File: src/rtl/rom_stream_reader_pkg.sv
// Shared constants for the ROM stream reader slice.
//   ADDR_W / DATA_W : geometry of the 16x16 synchronous ROM
//   ST_*            : reader FSM encoding (IDLE=0, RUN=1, DRAIN=2, DONE=3)
package rom_if_pkg;

    localparam int ADDR_W = 4;
    localparam int DATA_W = 16;

    localparam logic [1:0] ST_IDLE  = 2'd0;
    localparam logic [1:0] ST_RUN   = 2'd1;
    localparam logic [1:0] ST_DRAIN = 2'd2;
    localparam logic [1:0] ST_DONE  = 2'd3;

endpackage

File: src/rtl/rom_stream_reader_if.sv
// Valid/ready word stream with a last flag.
//   m_valid : word present (master -> slave)
//   m_data  : word         (master -> slave)
//   m_last  : final word of a block, qualified by m_valid (master -> slave)
//   m_ready : slave accepts when m_valid && m_ready (slave -> master)
interface rom_stream_reader_if #(
    parameter int DATA_W = 16
);

    logic              m_valid;
    logic [DATA_W-1:0] m_data;
    logic              m_last;
    logic              m_ready;

    modport master (output m_valid, output m_data, output m_last, input  m_ready);
    modport slave  (input  m_valid, input  m_data, input  m_last, output m_ready);

endinterface

File: src/rtl/rom_stream_reader_fifo.sv
// rom_rd_fifo: small synchronous FIFO holding captured ROM words plus their last flag.
//   clk, rst_n : clock, async active-low reset (empties the FIFO, zeroes storage)
//   push_i     : write din_i this cycle
//   din_i      : entry to write
//   pop_i      : drop head entry this cycle (ignored when empty)
//   dout_o     : head entry (storage is zeroed at reset, so 0 when never written)
//   count_o    : number of stored entries
//   empty_o    : count_o == 0
module rom_rd_fifo #(
    parameter  int DEPTH = 2,
    parameter  int WIDTH = 17,
    localparam int PW    = (DEPTH > 1) ? $clog2(DEPTH) : 1,
    localparam int CW    = $clog2(DEPTH + 1)
) (
    input  logic             clk,
    input  logic             rst_n,
    input  logic             push_i,
    input  logic [WIDTH-1:0] din_i,
    input  logic             pop_i,
    output logic [WIDTH-1:0] dout_o,
    output logic [CW-1:0]    count_o,
    output logic             empty_o
);

    logic [WIDTH-1:0] mem_q [DEPTH];
    logic [PW-1:0]    wr_q, rd_q;
    logic [CW-1:0]    count_q;
    logic             pop_ok;

    assign pop_ok  = pop_i && (count_q != '0);
    assign dout_o  = mem_q[rd_q];
    assign count_o = count_q;
    assign empty_o = (count_q == '0);

    // Pointers wrap explicitly so DEPTH need not be a power of two.
    always_ff @(posedge clk or negedge rst_n) begin
        if (!rst_n) begin
            for (int i = 0; i < DEPTH; i++) mem_q[i] <= '0;
            wr_q    <= '0;
            rd_q    <= '0;
            count_q <= '0;
        end else begin
            if (push_i) begin
                mem_q[wr_q] <= din_i;
                wr_q        <= (wr_q == PW'(DEPTH - 1)) ? '0 : wr_q + 1'b1;
            end
            if (pop_ok) begin
                rd_q <= (rd_q == PW'(DEPTH - 1)) ? '0 : rd_q + 1'b1;
            end
            count_q <= count_q + CW'(push_i) - CW'(pop_ok);
        end
    end

endmodule

File: src/rtl/rom_stream_reader.sv
// rom_stream_reader: walks a block of ROM words from base_addr and streams them out.
//   clk, rst_n          : clock, async active-low reset
//   start               : 1-cycle command, sampled only in IDLE
//   base_addr, len      : block start address and word count (0..2**ADDR_W)
//   busy, done          : busy in RUN/DRAIN; done is a 1-cycle pulse in DONE
//   rom_r_en, rom_addr  : ROM read request (data returns one cycle later)
//   rom_data            : ROM read data
//   m_if                : output word stream (valid/ready/last)
module rom_stream_reader #(
    parameter int ADDR_W = rom_if_pkg::ADDR_W,
    parameter int DATA_W = rom_if_pkg::DATA_W,
    parameter int FIFO_D = 2
) (
    input  logic                clk,
    input  logic                rst_n,
    input  logic                start,
    input  logic [ADDR_W-1:0]   base_addr,
    input  logic [ADDR_W:0]     len,
    output logic                busy,
    output logic                done,
    output logic                rom_r_en,
    output logic [ADDR_W-1:0]   rom_addr,
    input  logic [DATA_W-1:0]   rom_data,
    rom_stream_reader_if.master m_if
);

    import rom_if_pkg::*;

    localparam int CW = $clog2(FIFO_D + 1);

    logic [1:0]        state_q, state_d;
    logic [ADDR_W-1:0] ptr_q, ptr_d;
    logic [ADDR_W-1:0] addr_q;
    logic [ADDR_W:0]   rem_q, rem_d;
    logic              inflight_q, inflight_last_q;
    logic              issue, pop;
    logic              head_last, fifo_empty;
    logic [DATA_W-1:0] head_data;
    logic [CW-1:0]     fifo_count;
    logic [CW:0]       used, limit;

    assign pop = !fifo_empty && m_if.m_ready;

    // Credit: a slot freed by this cycle's pop is reusable now, which is what
    // sustains one word per cycle with only FIFO_D entries of buffering. With
    // m_ready low this still caps outstanding reads at FIFO_D.
    assign used  = {1'b0, fifo_count} + (CW+1)'(inflight_q);
    assign limit = (CW+1)'(FIFO_D) + (CW+1)'(pop);
    assign issue = (state_q == ST_RUN) && (rem_q != '0) && (used < limit);

    assign rom_r_en = issue;
    assign rom_addr = issue ? ptr_q : addr_q;   // hold last issued address otherwise
    assign busy     = (state_q == ST_RUN) || (state_q == ST_DRAIN);
    assign done     = (state_q == ST_DONE);

    assign m_if.m_valid = !fifo_empty;
    assign m_if.m_data  = head_data;
    assign m_if.m_last  = !fifo_empty && head_last;

    rom_rd_fifo #(
        .DEPTH (FIFO_D),
        .WIDTH (DATA_W + 1)
    ) u_fifo (
        .clk     (clk),
        .rst_n   (rst_n),
        .push_i  (inflight_q),
        .din_i   ({inflight_last_q, rom_data}),
        .pop_i   (pop),
        .dout_o  ({head_last, head_data}),
        .count_o (fifo_count),
        .empty_o (fifo_empty)
    );

    always_comb begin
        state_d = state_q;
        ptr_d   = ptr_q;
        rem_d   = rem_q;
        case (state_q)
            ST_IDLE: begin
                if (start) begin
                    ptr_d   = base_addr;
                    rem_d   = len;
                    state_d = (len == '0) ? ST_DONE : ST_RUN;
                end
            end
            ST_RUN: begin
                if (issue) begin
                    ptr_d = ptr_q + 1'b1;           // wraps modulo 2**ADDR_W
                    rem_d = rem_q - 1'b1;
                    if (rem_q == (ADDR_W+1)'(1)) state_d = ST_DRAIN;
                end
            end
            ST_DRAIN: begin
                // The last-flagged word is always the final buffered entry.
                if (pop && head_last) state_d = ST_DONE;
            end
            default: state_d = ST_IDLE;
        endcase
    end

    always_ff @(posedge clk or negedge rst_n) begin
        if (!rst_n) begin
            state_q         <= ST_IDLE;
            ptr_q           <= '0;
            rem_q           <= '0;
            addr_q          <= '0;
            inflight_q      <= 1'b0;
            inflight_last_q <= 1'b0;
        end else begin
            state_q         <= state_d;
            ptr_q           <= ptr_d;
            rem_q           <= rem_d;
            inflight_q      <= issue;
            inflight_last_q <= issue && (rem_q == (ADDR_W+1)'(1));
            if (issue) addr_q <= ptr_q;
        end
    end

endmodule

File: src/flat_wrapper.sv
// flat-port wrapper written by rule: the top's interface ports become plain ports
module rom_stream_reader_flat import rom_if_pkg::*;
#(
    parameter int ADDR_W = rom_if_pkg::ADDR_W,
    parameter int DATA_W = rom_if_pkg::DATA_W,
    parameter int FIFO_D = 2
)
  (clk, rst_n, start, base_addr, len, busy, done, rom_r_en, rom_addr, rom_data, m_if_m_valid, m_if_m_data, m_if_m_last, m_if_m_ready);
  rom_stream_reader_if #(.DATA_W(DATA_W)) m_if_i ();
  input  logic clk;
  input  logic rst_n;
  input  logic start;
  input  logic [ADDR_W-1:0] base_addr;
  input  logic [ADDR_W:0] len;
  output logic busy;
  output logic done;
  output logic rom_r_en;
  output logic [ADDR_W-1:0] rom_addr;
  input  logic [DATA_W-1:0] rom_data;
  output wire logic [$bits(m_if_i.m_valid)-1:0] m_if_m_valid;
  output wire logic [$bits(m_if_i.m_data)-1:0] m_if_m_data;
  output wire logic [$bits(m_if_i.m_last)-1:0] m_if_m_last;
  input wire logic [$bits(m_if_i.m_ready)-1:0] m_if_m_ready;
  assign m_if_m_valid = m_if_i.m_valid;
  assign m_if_m_data = m_if_i.m_data;
  assign m_if_m_last = m_if_i.m_last;
  assign m_if_i.m_ready = m_if_m_ready;
  rom_stream_reader #(.ADDR_W(ADDR_W), .DATA_W(DATA_W), .FIFO_D(FIFO_D)) u_core (.clk(clk), .rst_n(rst_n), .start(start), .base_addr(base_addr), .len(len), .busy(busy), .done(done), .rom_r_en(rom_r_en), .rom_addr(rom_addr), .rom_data(rom_data), .m_if(m_if_i));
endmodule
File: config.mk
export PLATFORM = sky130hd
export DESIGN_NAME = rom_stream_reader_flat
export DESIGN_NICKNAME = d
export VERILOG_FILES = /design/src/rtl/rom_stream_reader_pkg.sv /design/src/rtl/rom_stream_reader_if.sv /design/src/rtl/rom_stream_reader_fifo.sv /design/src/rtl/rom_stream_reader.sv /design/src/flat_wrapper.sv
export SDC_FILE = /design/constraint.sdc
export NUM_CORES = 1
export LEC_CHECK = 0
export CAP_MARGIN = 20
export CORE_UTILIZATION = 40
export DETAILED_ROUTE_END_ITERATION = 7
export PLACE_DENSITY_LB_ADDON = 0.05
export RECOVER_POWER = 25
export SYNTH_ARGS = -nofsm -noshare
export SYNTH_HDL_FRONTEND = slang
export SYNTH_SLANG_ARGS = --single-unit
File: constraint.sdc
create_clock -name clk -period 3.3 [get_ports clk]
set_clock_uncertainty 0.1 [all_clocks]
set_input_delay 0.33 -clock clk [delete_from_list [all_inputs] [get_ports clk]]
set_output_delay 0.33 -clock clk [all_outputs]
set_load 0.03 [all_outputs]
==> results of run 1 <==
power breakdown:
group	total, mW	switching [mW]	internal (mW)
combinational	2.16	1.10	1.06
sequential	1.21	0.201	1.01
clock	0.365	0.216	0.149
how the worst max path moves through the flow:
stage,slack [ps],to,start
floorplan,870,rom_addr[0],u_core.u_fifo.count_o[0]$_DFF_PN0_
global placement,340,rom_addr[1],m_if_m_ready
detailed placement,270,rom_addr[3],m_if_m_ready
CTS,140,rom_addr[0],u_core.u_fifo.count_o[0]$_DFF_PN0_
global route,0.5,rom_addr[1],u_core.u_fifo.count_o[0]$_DFF_PN0_
finish,190,rom_addr[0],u_core.u_fifo.count_o[0]$_DFF_PN0_
registers in the layout, summed over array words and instances (netlist names):
register,count
u_core.ptr_q,4
u_core.rem_q,5
u_core.u_fifo.wr_q,1
u_core.inflight_q,1
u_core.u_fifo.count_o,2
u_core.u_fifo.mem_q,34
u_core.inflight_last_q,1
u_core.addr_q,4
u_core.state_q,2
u_core.u_fifo.rd_q,1
tightest hold or removal path: stages (launching register included):
cell     delay [ps]
dfrtp_1         330
nand2_1          40
nand2_1          80
placed cells by master, fill, tap and decap left out, drive strengths merged, types with 3 or more instances in the layout:
cell type and instances:
a21oi 4, nand2 13, nor3 3, inv 14, clkbuf 7, nor2 11, mux2i 6, xnor2 3
clkdlybuf4s50 52, nand3 4, dfrtp 55, ha 12, mux2 51, a211oi 3, buf 3, o21ai 12
stage by stage:
stage	hold WS, ps	setup WS, ps
after CTS	23.0	142
after global placement	357	337
final	388	187
after global routing	427	0.514
after detailed placement	366	272
after floorplan	-65.6	874
layer usage:
layer	up-vias	part of all wire (%)
met3	8	4.4
met1	856	43
li1	879	-
met5	-	0
met4	0	1.4
met2	35	52
area by class of cell:
class,count,area (um^2)
timing repair buffer,56,547
clock buffer,6,72.6
sequential,55,1380
tap,77,96.3
clock inverter,2,12.5
multi-input combinational,143,1230
inverter,14,52.6
fill,584,3030
logic make-up after synthesis:
logic type	Yosys count	share of synthesized area [%]
buffers and inverters	19	2.80
flip-flops	55	51.3
AO/OA/AOI/OAI	26	6.76
multiplexers	57	23.6
XOR/XNOR	4	1.31
AND/OR/NAND/NOR	44	8.63
adder cells (fa/ha/maj)	12	5.59
==> reports/qor.csv, run 1 <==
stage,metric,value,unit
synth,synth_edf_count,0,
placed_design,dpl-instance-area,3310,um^2
placed_design,place.gp.congestion,0.710,
synth,synth_cell_type_count,40,
detailed_routing,drt_iter0_markers,57,
status,failed_checks,"design-rule violations, max-capacitance violations, max-slew violations",
synth,largest_cells_by_area_after_synthesis,"dfrtp_1 (51%), mux2_2 (21%), ha_1 (5.6%), mux2i_1 (2.2%), inv_1 (2.0%)",
synth,synth-seq-cells,55,
cells_and_area,instances_no_fill,353,
detailed_routing,route.detailed.vias_per_inst,5.04,
cells_and_area,fin_util,52.8,%
worst_setup_path,setup.worst_path.end_class,output pin,
grt,via_count_of_the_first_global_routing_pass,1947,
sta,finalSetupViolCount,0,
sta,rsz0062_at_grt,false,
worst_setup_path,setup.worst_path.class,reg -> out,
pwr,powerDensity,1100,nW/um^2
cts,cts.clk_slew.worst_paths,90,ps
synth,area_fraction_of_the_dominant_cell_type_after_synthesis,51.3,%
cts,cts_tree,yes,
cts,postCtsHoldBufs,0,
worst_setup_path,timing.critical_path.cells,ha_1 > ha_1 > o21ai_2 > nand3_1 > o21ai_0 > clkdlybuf4s50_1,
synth,post_synthesis_cell_type_with_the_largest_combined_area,dfrtp_1,
detailed_routing,firstDrtPassIters,6,
synth,post_synth_instance_area,2680,um^2
run,maxCapViolCount,1,
hold_path,timing.hold.worst.start,u_core.addr_q[1]$_DFF_PN0_,
grt,grt_antenna_before_repair,0,
detailed_routing,route.detailed.wl_per_inst,14.1,um
grt,grtUsageMet2,29.0,%
sta,setup_tns,0,ps
detailed_routing,num_vias,1778,
grt,grt_most_used_layer,met2,
hold_path,hold-path-cell-count,2,
cts,clock_insertion_delay_worst_skew,300,ps
detailed_routing,drc,10,
sta,worst_pin_slew,1860,ps
floorplanning,ios,54,
worst_setup_path,worst_path_max_delay_cell,clkdlybuf4s50_1,
worst_setup_path,crit_path_largest_cell_delay,720,ps
grt,globalRouteOverflowTotal,0,
cts,post_cts_setup_buffer_count,0,
status,outcome,"complete, but fails checks",
cells_and_area,postLayoutCellArea,3390,um^2
sta,timing.max_slew.rel_slack,-23.8,%
detailed_routing,totalWireLength,4.98,mm
worst_setup_path,critical_path_required,2870,ps
synth,postSynth.topFlopCell,dfrtp_1,
floorplanning,fp.dieArea,7040,um^2
synth,yosys.cell_count.top_type,dfrtp_1,
hold_path,whs_endpoint,u_core.addr_q[1]$_DFF_PN0_,
sta,crit_share_post_route,94.3,%
worst_setup_path,critical_path_arrival,2680,ps
sta,timing_max_transition_violations_final,35,
cells_and_area,syn2layout_area_growth,26.4,%
worst_setup_path,critPathMaxFanout,9,
grt,grtUsageTotal,15.9,%
worst_setup_path,crit_cells,6,
synth,ys_top_cells_by_count,"dfrtp_1 (55), mux2_2 (51), inv_1 (14)",
placed_design,io_buffers,53,
floorplanning,design.core.area,6420,um^2
worst_setup_path,critical_path.reg2reg.endpoint,u_core.ptr_q[3]$_DFFE_PN0P_,
cells_and_area,drive_above_1_share,25.0,%
pwr,p_leak,1.45,nW
cts,cts_buffer_depth,2,
worst_setup_path,critical_path.startpoint_type,flip-flop,
floorplanning,die_x,83.9,um
synth,share_of_flip_flops_with_an_asynchronous_set_or_reset_after_synthesis,100,%
cts,cts_inserted_buffers,5,
synth,synth.yosys.seq_area_share,51.3,%
worst_setup_path,worstRegToRegCells,7,
grt,groute.layer.met1.usage,18.5,%
sta,final_critical_period,3110,ps
floorplanning,placement_rows,29,
synth,yosys_warnings,0,
cts,cts_repair_resize_count,0,
cts,clockRootBuffer,clkbuf_8,
worst_setup_path,r2r-start,u_core.rem_q[0]$_DFFE_PN0P_,
pwr,worst_ir_drop_vdd,0.000502,V
grt,grt.met3_usage,3.46,%
floorplanning,floorplan.initialDensity,41.8,%
synth,synthesis.instances,217,
cells_and_area,antenna_cells,0,
worst_setup_path,crit_path_frequent_cell,ha_1,
grt,largest_net_degree_at_the_start_of_global_routing,35,
worst_setup_path,path_buf_inv,1,
worst_setup_path,r2r_setup_slack,1220,ps
synth,syn_avg_cell_area,12.4,um^2
grt,global_route_wire_length_before_repair,8.86,mm
cells_and_area,num-nets-final,316,
placed_design,detailedPlacementHpwl,3.60,mm
sta,max_freq,321,MHz
cts,cts.htree.levels,2,
hold_path,worstHoldPathType,reg -> reg,
floorplanning,chipHeight,83.9,um
placed_design,dp.cells,345,
sta,finalHoldViolCount,0,
detailed_routing,antenna_violating_nets_remaining,0,
worst_setup_path,worst_path_dominant_cell_family,buffers and inverters,
synth,syn_nets,258,
cts,clkSinkCount,55,
pwr,report.power.total,3.73,mW
Note: power is estimated with default switching activity, not from simulation.
==> inputs of run 2 (changes only) <==
- CELL_PAD_IN_SITES_DETAIL_PLACEMENT: unset -> 1
- CELL_PAD_IN_SITES_GLOBAL_PLACEMENT: unset -> 2
- CORE_ASPECT_RATIO: unset -> 0.75
- CORE_UTILIZATION: 40 -> 36
==> run 2 against run 1 <==
The flow now finishes without violations. Global-route usage grew 0.49 points. Combinational power grew 3%. Sequential share of layout area decreased by 0.72 points. Via count rose by 2.5%.
==> reports/qor.csv, run 2 (synthesis results as in run 1) <==
stage,metric,value,unit,change
floorplanning,placement_rows,26,,-10%
sta,timing.max_slew.rel_slack,7.51,%,+31 points
sta,max_freq,324,MHz,+0.86%
cells_and_area,fillers,765,,+31%
detailed_routing,firstDrtPassIters,4,,-2
hold_path,worstHoldPathType,in -> async,,
cts,cts_buffer_depth,2,,unchanged
grt,largest_net_degree_at_the_start_of_global_routing,56,,+60%
pwr,switching_share,41.1,%,+0.39 points
floorplanning,ios,54,,unchanged
sta,crit_share_post_route,93.5,%,-0.80 points
cells_and_area,antenna_cells,0,,unchanged
placed_design,place.gp.congestion,0.755,,+6.3%
grt,grtUsageTotal,16.4,%,+0.49 points
worst_setup_path,critPathMaxFanout,9,,unchanged
worst_setup_path,worstRegToRegCells,7,,unchanged
detailed_routing,drc,0,,-10
status,outcome,finished clean,,
floorplanning,floorplan.initialDensity,38.4,%,-3.4 points
pwr,power_switching,1.58,mW,+4.2%
sta,timing_max_transition_violations_final,0,,-100%
worst_setup_path,critical_path.startpoint_type,flip-flop,,
cts,clock_insertion_delay_worst_skew,310,ps,about the same
sta,rsz0062_at_grt,false,,
pwr,intPower,2.27,mW,+2.5%
pwr,power_frac_clock,10.8,%,+1.0 points
detailed_routing,antenna_violating_nets_remaining,0,,unchanged
worst_setup_path,setup.worst_path.end_class,output pin,,
detailed_routing,route.detailed.vias_per_inst,4.85,,-3.8%
pwr,p_leak,1.48,nW,+1.6%
pwr,worst_ir_drop_vdd,0.000574,V,+14%
cts,cts_inserted_buffers,5,,unchanged
run,maxCapViolCount,0,,-1
floorplanning,chipHeight,76.8,um,-8.5%
detailed_routing,totalWireLength,5.76,mm,+16%
cells_and_area,reg_top3,"u_core.u_fifo.mem_q: 34 flops, u_core.rem_q: 5 flops",,
grt,via_count_of_the_first_global_routing_pass,1989,,+2.2%
cells_and_area,num-nets-final,318,,+0.63%
floorplanning,fp.dieArea,7810,um^2,+11%
worst_setup_path,critical_path_required,2870,ps,about the same
cells_and_area,largest-register,u_core.u_fifo.mem_q,,
pwr,report.power.total,3.85,mW,+3.2%
cts,cts_tree,yes,,
cells_and_area,drive_above_1_share,26.3,%,+1.3 points
pwr,powerDensity,1110,nW/um^2,+1.4%
detailed_routing,route.detailed.wl_per_inst,15.3,um,+8.5%
grt,global_route_wire_length_before_repair,9.90,mm,+12%
worst_setup_path,critical_path_arrival,2660,ps,-20 ps
sta,setup_tns,0,ps,unchanged
pwr,power.share.sequential,31.3,%,-1.1 points
placed_design,detailedPlacementHpwl,4.14,mm,+15%
detailed_routing,num_vias,1822,,+2.5%
cts,clkSinkCount,55,,unchanged
sta,finalHoldViolCount,0,,unchanged
cts,clockRootBuffer,clkbuf_8,,
grt,globalRouteOverflowTotal,0,,unchanged
sta,final_critical_period,3090,ps,-26.5 ps
sta,worst_pin_slew,1390,ps,-470 ps
worst_setup_path,setup.worst_path.class,reg -> out,,
detailed_routing,drt_iter0_markers,40,,-30%
worst_setup_path,r2r_setup_slack,1190,ps,-30 ps
floorplanning,design.core.area,6990,um^2,+8.9%
pwr,power_frac_comb,57.9,%,about the same
cells_and_area,mostFrequentLayoutCells,"dfrtp_1 (55), clkdlybuf4s50_1 (52), mux2_2 (51), inv_1 (14), nand2_1 (13)",,
cells_and_area,mostFrequentLayoutCell,dfrtp_1,,
cts,cts.clk_slew.worst_paths,100,ps,about the same
sta,finalSetupViolCount,0,,unchanged
grt,grt_antenna_before_repair,0,,unchanged
worst_setup_path,r2r-start,u_core.inflight_q$_DFF_PN0_,,
cts,cts.htree.levels,2,,unchanged
cells_and_area,syn2layout_area_growth,28.7,%,
cells_and_area,max_ffs_per_register,34,,unchanged
cts,postCtsHoldBufs,0,,unchanged
floorplanning,die_x,102,um,+21%
worst_setup_path,critical_path.reg2reg.endpoint,u_core.state_q[1]$_DFFE_PN0P_,,
placed_design,io_buffers,53,,unchanged
[run 2: per-stage QoR]
| step | std cells | utilization, % | hold slack, ps | worst slack, ps | instance area [um^2] |
|---|---|---|---|---|---|
| detailed placement | 368 | 47.9 | 378 | 323 | 3350 |
| floorplan | 217 | - | -65.6 | 874 | 2680 |
| global placement | 368 | 47.9 | 380 | 368 | 3350 |
| global route | 376 | 49.4 | 430 | 49.7 | 3450 |
| finish | 376 | 49.4 | 306 | 213 | 3450 |
| CTS | 376 | 49.3 | 80.4 | 42.3 | 3450 |
[run 2: per-layer routing]
layer  track usage (%)  part of all wire, %
met5                 0                    0
met4              3.62                 0.63
met3              3.83                  3.5
met2              24.2                   43
met1              24.3                   53
[run 2: repair_timing]
action                     CTS  global route
resized for setup            0             1
buffers inserted             0             0
setup endpoints to repair    0             4
[run 2: worst max-delay path by stage]
stage,depth (start not counted),from,slack (ps),to
4_1_cts,6,u_core.inflight_q$_DFF_PN0_,40,rom_addr[3]
3_3_place_gp,8,m_if_m_ready,370,rom_addr[1]
5_1_grt,6,u_core.inflight_q$_DFF_PN0_,50,rom_addr[3]
6_report,6,u_core.inflight_q$_DFF_PN0_,210,rom_addr[3]
3_5_place_dp,6,m_if_m_ready,320,rom_addr[3]
2_1_floorplan,5,u_core.u_fifo.count_o[0]$_DFF_PN0_,870,rom_addr[0]
[run 2: layout make-up]
class / count / area (um^2) / area share (%)
clock buffer: 7 / 96.3 / 2.79
multi-input combinational: 143 / 1240 / 35.8
tap: 98 / 123 / 3.55
inverter: 14 / 52.6 / 1.52
timing repair buffer: 58 / 561 / 16.2
sequential: 55 / 1380 / 39.9
clock inverter: 1 / 7.51 / 0.217
[run 2: power by group through the flow]
stage	registers, mW	logic [mW]	clock network, mW
floorplan	1.16	1.56	0
global placement	1.21	2.23	0
detailed placement	1.22	2.25	0
CTS	1.21	2.26	0.434
global route	1.25	2.43	0.460
finish	1.20	2.23	0.418
[run 2: worst max-delay path: stages, from the launching register on]
cell	delay (ps)
dfrtp_1	460
ha_1	220
ha_1	300
o21ai_2	140
nand3_2	230
o21ai_0	280
clkdlybuf4s50_1	720
